[src/rtl/hub75_scan_ctrl.sv]
// HUB75 1/16-scan row scheduler: shift a row, blank, latch, then
// display with OE duty set by a per-row brightness latch.
module hub75_scan_ctrl #(
  parameter int COLS    = 64,
  parameter int ROWS    = 16,
  parameter int ON_UNIT = 8,
  parameter int COL_W   = 6
) (
  input  logic             clk,
  input  logic             rst,
  input  logic             en,
  input  logic [3:0]       brightness,
  output logic [3:0]       data_row,
  output logic [COL_W-1:0] data_col,
  output logic             data_valid,
  output logic             sclk,
  output logic             lat,
  output logic             oe,
  output logic [3:0]       row_addr,
  output logic             frame_start,
  output logic             busy
);

  localparam int DISP = ROWS * ON_UNIT;
  localparam int DW   = $clog2(DISP);

  typedef enum logic [2:0] {
    IDLE, SHIFT, BLANK, LATCH, DISPLAY
  } state_e;

  state_e           state_q;
  logic [COL_W-1:0] col_q;
  logic             ph_q;
  logic [DW-1:0]    dcnt_q;
  logic [3:0]       row_q;
  logic [3:0]       bl_q;

  logic [3:0]       data_row_q;
  logic [COL_W-1:0] data_col_q;
  logic             data_valid_q;
  logic             sclk_q;
  logic             lat_q;
  logic             oe_q;
  logic [3:0]       row_addr_q;
  logic             frame_start_q;
  logic             busy_q;

  logic [3:0]  row_d;
  logic [11:0] lim_q_w;
  logic [11:0] lim_in_w;
  logic [11:0] dcnt_d;
  logic        col_last_w;
  logic        disp_last_w;

  assign row_d       = (row_q == 4'(ROWS - 1)) ? 4'd0 : row_q + 4'd1;
  assign lim_q_w     = 12'(bl_q) * 12'(ON_UNIT);
  assign lim_in_w    = 12'(brightness) * 12'(ON_UNIT);
  assign dcnt_d      = 12'(dcnt_q) + 12'd1;
  assign col_last_w  = (col_q == COL_W'(COLS - 1));
  assign disp_last_w = (dcnt_q == DW'(DISP - 1));

  // Outputs are computed for the cycle being entered, so every
  // panel pin comes straight from a flop.
  always_ff @(posedge clk or posedge rst) begin
    if (rst) begin
      state_q       <= IDLE;
      col_q         <= '0;
      ph_q          <= 1'b0;
      dcnt_q        <= '0;
      row_q         <= 4'd0;
      bl_q          <= 4'd0;
      data_row_q    <= 4'd0;
      data_col_q    <= '0;
      data_valid_q  <= 1'b0;
      sclk_q        <= 1'b0;
      lat_q         <= 1'b0;
      oe_q          <= 1'b1;
      row_addr_q    <= 4'd0;
      frame_start_q <= 1'b0;
      busy_q        <= 1'b0;
    end else begin
      frame_start_q <= 1'b0;
      lat_q         <= 1'b0;
      unique case (state_q)
        IDLE: begin
          if (en) begin
            state_q       <= SHIFT;
            row_q         <= 4'd0;
            col_q         <= '0;
            ph_q          <= 1'b0;
            data_row_q    <= 4'd0;
            data_col_q    <= '0;
            data_valid_q  <= 1'b1;
            sclk_q        <= 1'b0;
            frame_start_q <= 1'b1;
            busy_q        <= 1'b1;
          end
        end
        SHIFT: begin
          if (!ph_q) begin
            ph_q   <= 1'b1;
            sclk_q <= 1'b1;
          end else if (col_last_w) begin
            state_q      <= BLANK;
            ph_q         <= 1'b0;
            sclk_q       <= 1'b0;
            data_valid_q <= 1'b0;
            row_addr_q   <= row_q;
          end else begin
            ph_q       <= 1'b0;
            sclk_q     <= 1'b0;
            col_q      <= col_q + 1'b1;
            data_col_q <= col_q + 1'b1;
          end
        end
        BLANK: begin
          state_q <= LATCH;
          lat_q   <= 1'b1;
        end
        LATCH: begin
          state_q <= DISPLAY;
          bl_q    <= brightness;
          dcnt_q  <= '0;
          oe_q    <= !(lim_in_w != 12'd0);
        end
        DISPLAY: begin
          if (disp_last_w) begin
            oe_q   <= 1'b1;
            dcnt_q <= '0;
            if (en) begin
              state_q       <= SHIFT;
              row_q         <= row_d;
              col_q         <= '0;
              ph_q          <= 1'b0;
              data_row_q    <= row_d;
              data_col_q    <= '0;
              data_valid_q  <= 1'b1;
              frame_start_q <= (row_d == 4'd0);
            end else begin
              state_q    <= IDLE;
              row_q      <= 4'd0;
              data_row_q <= 4'd0;
              data_col_q <= '0;
              row_addr_q <= 4'd0;
              busy_q     <= 1'b0;
            end
          end else begin
            dcnt_q <= dcnt_q + 1'b1;
            oe_q   <= !(dcnt_d < lim_q_w);
          end
        end
        default: begin
          state_q <= IDLE;
          oe_q    <= 1'b1;
          busy_q  <= 1'b0;
        end
      endcase
    end
  end

  assign data_row    = data_row_q;
  assign data_col    = data_col_q;
  assign data_valid  = data_valid_q;
  assign sclk        = sclk_q;
  assign lat         = lat_q;
  assign oe          = oe_q;
  assign row_addr    = row_addr_q;
  assign frame_start = frame_start_q;
  assign busy        = busy_q;

endmodule

[config.mk]
export PLATFORM = sky130hd
export DESIGN_NAME = hub75_scan_ctrl
export DESIGN_NICKNAME = d
export VERILOG_FILES = /design/src/rtl/hub75_scan_ctrl.sv
export SDC_FILE = /design/constraint.sdc
export NUM_CORES = 1
export LEC_CHECK = 0
export ABC_AREA = 1
export BUFFER_PORTS_ARGS = -buffer_cell sky130_fd_sc_hd__buf_2
export CORE_MARGIN = 2
export CORE_UTILIZATION = 52
export DETAILED_ROUTE_END_ITERATION = 6
export GPL_TIMING_DRIVEN = 1
export PLACE_DENSITY = 0.73
export SYNTH_ARGS = -nofsm -noshare
export SYNTH_HDL_FRONTEND = slang
export SYNTH_SLANG_ARGS = --single-unit
[constraint.sdc]
create_clock -name clk -period 2.4 [get_ports clk]
set_input_delay 0.12 -clock clk [delete_from_list [all_inputs] [get_ports clk]]
set_output_delay 0.12 -clock clk [all_outputs]
set_load 0.02 [all_outputs]
==> flow_metrics.env <==
export IMPL_grt_start_max_net_pins=42
export IMPL_placed_cells=325
export IMPL_p_leak_nw=1.29
export IMPL_clk_latency_ns=0.30
export IMPL_tritoncts="built"
export IMPL_antenna_found_initial=0
export IMPL_drv_cap=0
export IMPL_synth_async_reset_ratio_pct=100
export IMPL_drive_gt1_share_pct=18.2
export IMPL_rsz0062_at_grt="no"
export IMPL_fp_dieW_um=67.1
export IMPL_synth_top_family_by_area="simple AND/OR/NAND/NOR gates"
export IMPL_min_path_cells=3
export IMPL_final_hold_violation_count=0
export IMPL_p_per_area_mw_per_mm2=995
export IMPL_postRouteAntennaNets=0
export IMPL_drc=0
export IMPL_gr_usage_all_layers_pct=21.6
export IMPL_status="complete, no violations"
export IMPL_num_rows=22
export IMPL_syn_area_per_cell_sq_um=8.23
export IMPL_post_synth_top_area_cell="dfrtp_1"
export IMPL_yosysMostFrequentCell="nand2_1"
export IMPL_dr_first_iter_drc_count=62
export IMPL_grt_pass1_wl_um=7260
export IMPL_path_clk_slew_ns=0.08
export IMPL_endpoint_kind="flip-flop"
export IMPL_cp_arrival_ns=2.22
export IMPL_synth_edf_count=0
export IMPL_die_area_sq_mm=0.00451
export IMPL_cts_root_buffer="clkbuf_8"
export IMPL_fin_cells=334
export IMPL_synth_simple_gate_area_share_pct=26.1
export IMPL_final_nets=299
export IMPL_layout_min_cycle_time_ns=2.00
export IMPL_setup_tns_ns=0
export IMPL_synth_top_area_share_pct=48.3
export IMPL_syn_nets=266
export IMPL_hp_class="input port to flip-flop"
export IMPL_worst_r2r_setup_slack_ns=0.40
export IMPL_critical_path_max_fanout=6
export IMPL_synth_seq_cells=41
export IMPL_ctsHtreeMaxLevel=2
export IMPL_setup_viol=0
export IMPL_synth_area_top_cells="dfrtp_1 (48%), nand2_1 (13%), inv_1 (5.6%)"
export IMPL_numCtsBuffers=5
export IMPL_cts_setup_buffers=0
export IMPL_io_pins=27
export IMPL_cp_start_kind="flip-flop"
export IMPL_synth_area_sq_mm=0.00207
export IMPL_ys_dominant_reg_cell="dfrtp_1"
export IMPL_synth_cells=252
export IMPL_tightestPinTransition_ns=0.501
export IMPL_synthMuxAreaShare_pct=0
export IMPL_irDropWorstVdd_mv=0.612
export IMPL_required_ns=2.63
export IMPL_setup_slack_ns=0.403
export IMPL_slew_headroom_pct=66.6
export IMPL_fmax_mhz=501
export IMPL_initial_core_util_pct=55.4
export IMPL_area_growth_pct=14.6
export IMPL_synth_seq_area_share_pct=49.5
export IMPL_die_height_um=67.1
export IMPL_globalplace_congestion=0.856
export IMPL_vias_per_cell=5.16
export IMPL_antenna_cells=0
export IMPL_period_share_pct=83.2
export IMPL_synth_common_cells="nand2_1 (71), dfrtp_1 (40), inv_1 (31)"
export IMPL_r2r_cells=12
export IMPL_p_total_w=0.00236
export IMPL_coreArea_sq_mm=0.00374
export IMPL_drv_slew=0
export IMPL_finalWirelength_um=4130
export IMPL_synth_compound_gate_area_share_pct=12.4
export IMPL_cts_resized=0
export IMPL_synth_xor_area_share_pct=0.845
export IMPL_vias=1724
export IMPL_pre_cts_ws_ns=0.411
export IMPL_grt_pass1_vias=1675
export IMPL_fin_skew_ns=0.00734
export IMPL_hpwl_um=3000
export IMPL_port_buffer_count=26
export IMPL_synthAdderAreaFrac_pct=4.22
export IMPL_cts_sinks=41
export IMPL_ys_warn_count=0
export IMPL_worst_setup_path_type="flip-flop to flip-flop"
export IMPL_wl_per_cell_um=12.4
export IMPL_clockBufferDepth=2
export IMPL_grt_overflow=0
export IMPL_ys_types=31
export IMPL_dr_pass1_iters=4
-- per-layer routing --
layer  vias to the layer above  global-route usage (%)  share of wire (%)
met4                         0                    8.93                1.8
met1                       805                    28.6                 49
met5                         -                       0                  0
met2                        25                    33.7                 46
met3                         7                    5.67                3.3
li1                        887                       -                  -
-- state kept, by name, indices dropped and copies added (netlist names) --
name / flops
data_valid: 1
oe: 1
data_row: 4
busy: 1
sclk: 1
dcnt_q: 7
bl_q: 4
col_q: 6
lat: 1
state_q: 3
data_col: 6
ph_q: 1
frame_start: 1
row_addr: 4
-- stage by stage --
stage | cell area (sq um) | util [%] | hold slack [ns]
final | 2380 | 63.5 | 0.101
after global routing | 2380 | 63.5 | 0.120
after CTS | 2380 | 63.5 | 0.0908
after detailed placement | 2260 | 60.5 | 0.276
after global placement | 2260 | 60.5 | 0.273
after floorplan | 2070 | - | 0.286
-- repair_timing --
action / CTS / global route
setup endpoints to repair: 0 / 0
hold buffers: 1 / 0
endpoints found under the hold margin: 40 / 0
-- worst paths after layout --
path	from	endpoint
max in group asynchronous	rst	oe
setup / recovery	dcnt_q[0]	oe
hold reg to reg	data_col[0]	data_col[0]
min in group asynchronous	rst	dcnt_q[6]
hold / removal	brightness[3]	bl_q[3]
setup reg to reg	dcnt_q[0]	oe
-- worst max-delay path: stages, from the launching register on --
cell      delay, ns
dfrtp_1        0.42
ha_1           0.20
nand2_2        0.09
nor2_4         0.15
nand3_4        0.12
nand2_1        0.11
inv_1          0.05
ha_1           0.28
a21boi_0       0.17
nand3_1        0.08
nand3_1        0.08
nand2_1        0.05
a21oi_1        0.12
-- cell usage in the layout (no fill, tap or decap), drive strengths merged, types with 2 or more instances in the layout --
cell / n
a21oi: 10
a21boi: 2
clkbuf: 7
nor2: 23
buf: 28
ha: 7
dfrtp: 40
nand4: 6
o22ai: 6
inv: 34
nand2: 76
nand3: 17
o21ai: 20
-- report_power, final --
part / switching [W] / internal, W / total (W)
Combinational: 0.000629 / 0.000288 / 0.000917
Clock: 0.000233 / 0.000260 / 0.000493
Sequential: 0.000113 / 0.000842 / 0.000955
-- cells by family after synthesis --
family                   Yosys count
AO/OA/AOI/OAI                     43
XOR/XNOR                           2
adder cells (fa/ha/maj)            7
buffers and inverters             37
flip-flops                        41
AND/OR/NAND/NOR                  122
-- cell type report --
| type | instances | area (sq um) |
|---|---|---|
| clock buffers | 7 | 96.3 |
| clock inverters | 1 | 5.00 |
| fillers | 352 | 1370 |
| inverters | 34 | 128 |
| multi-input cells | 174 | 905 |
| flip-flops and latches | 41 | 1030 |
| well taps | 48 | 60.1 |
| repair buffers | 29 | 155 |
(Power assumes the default switching activity.)
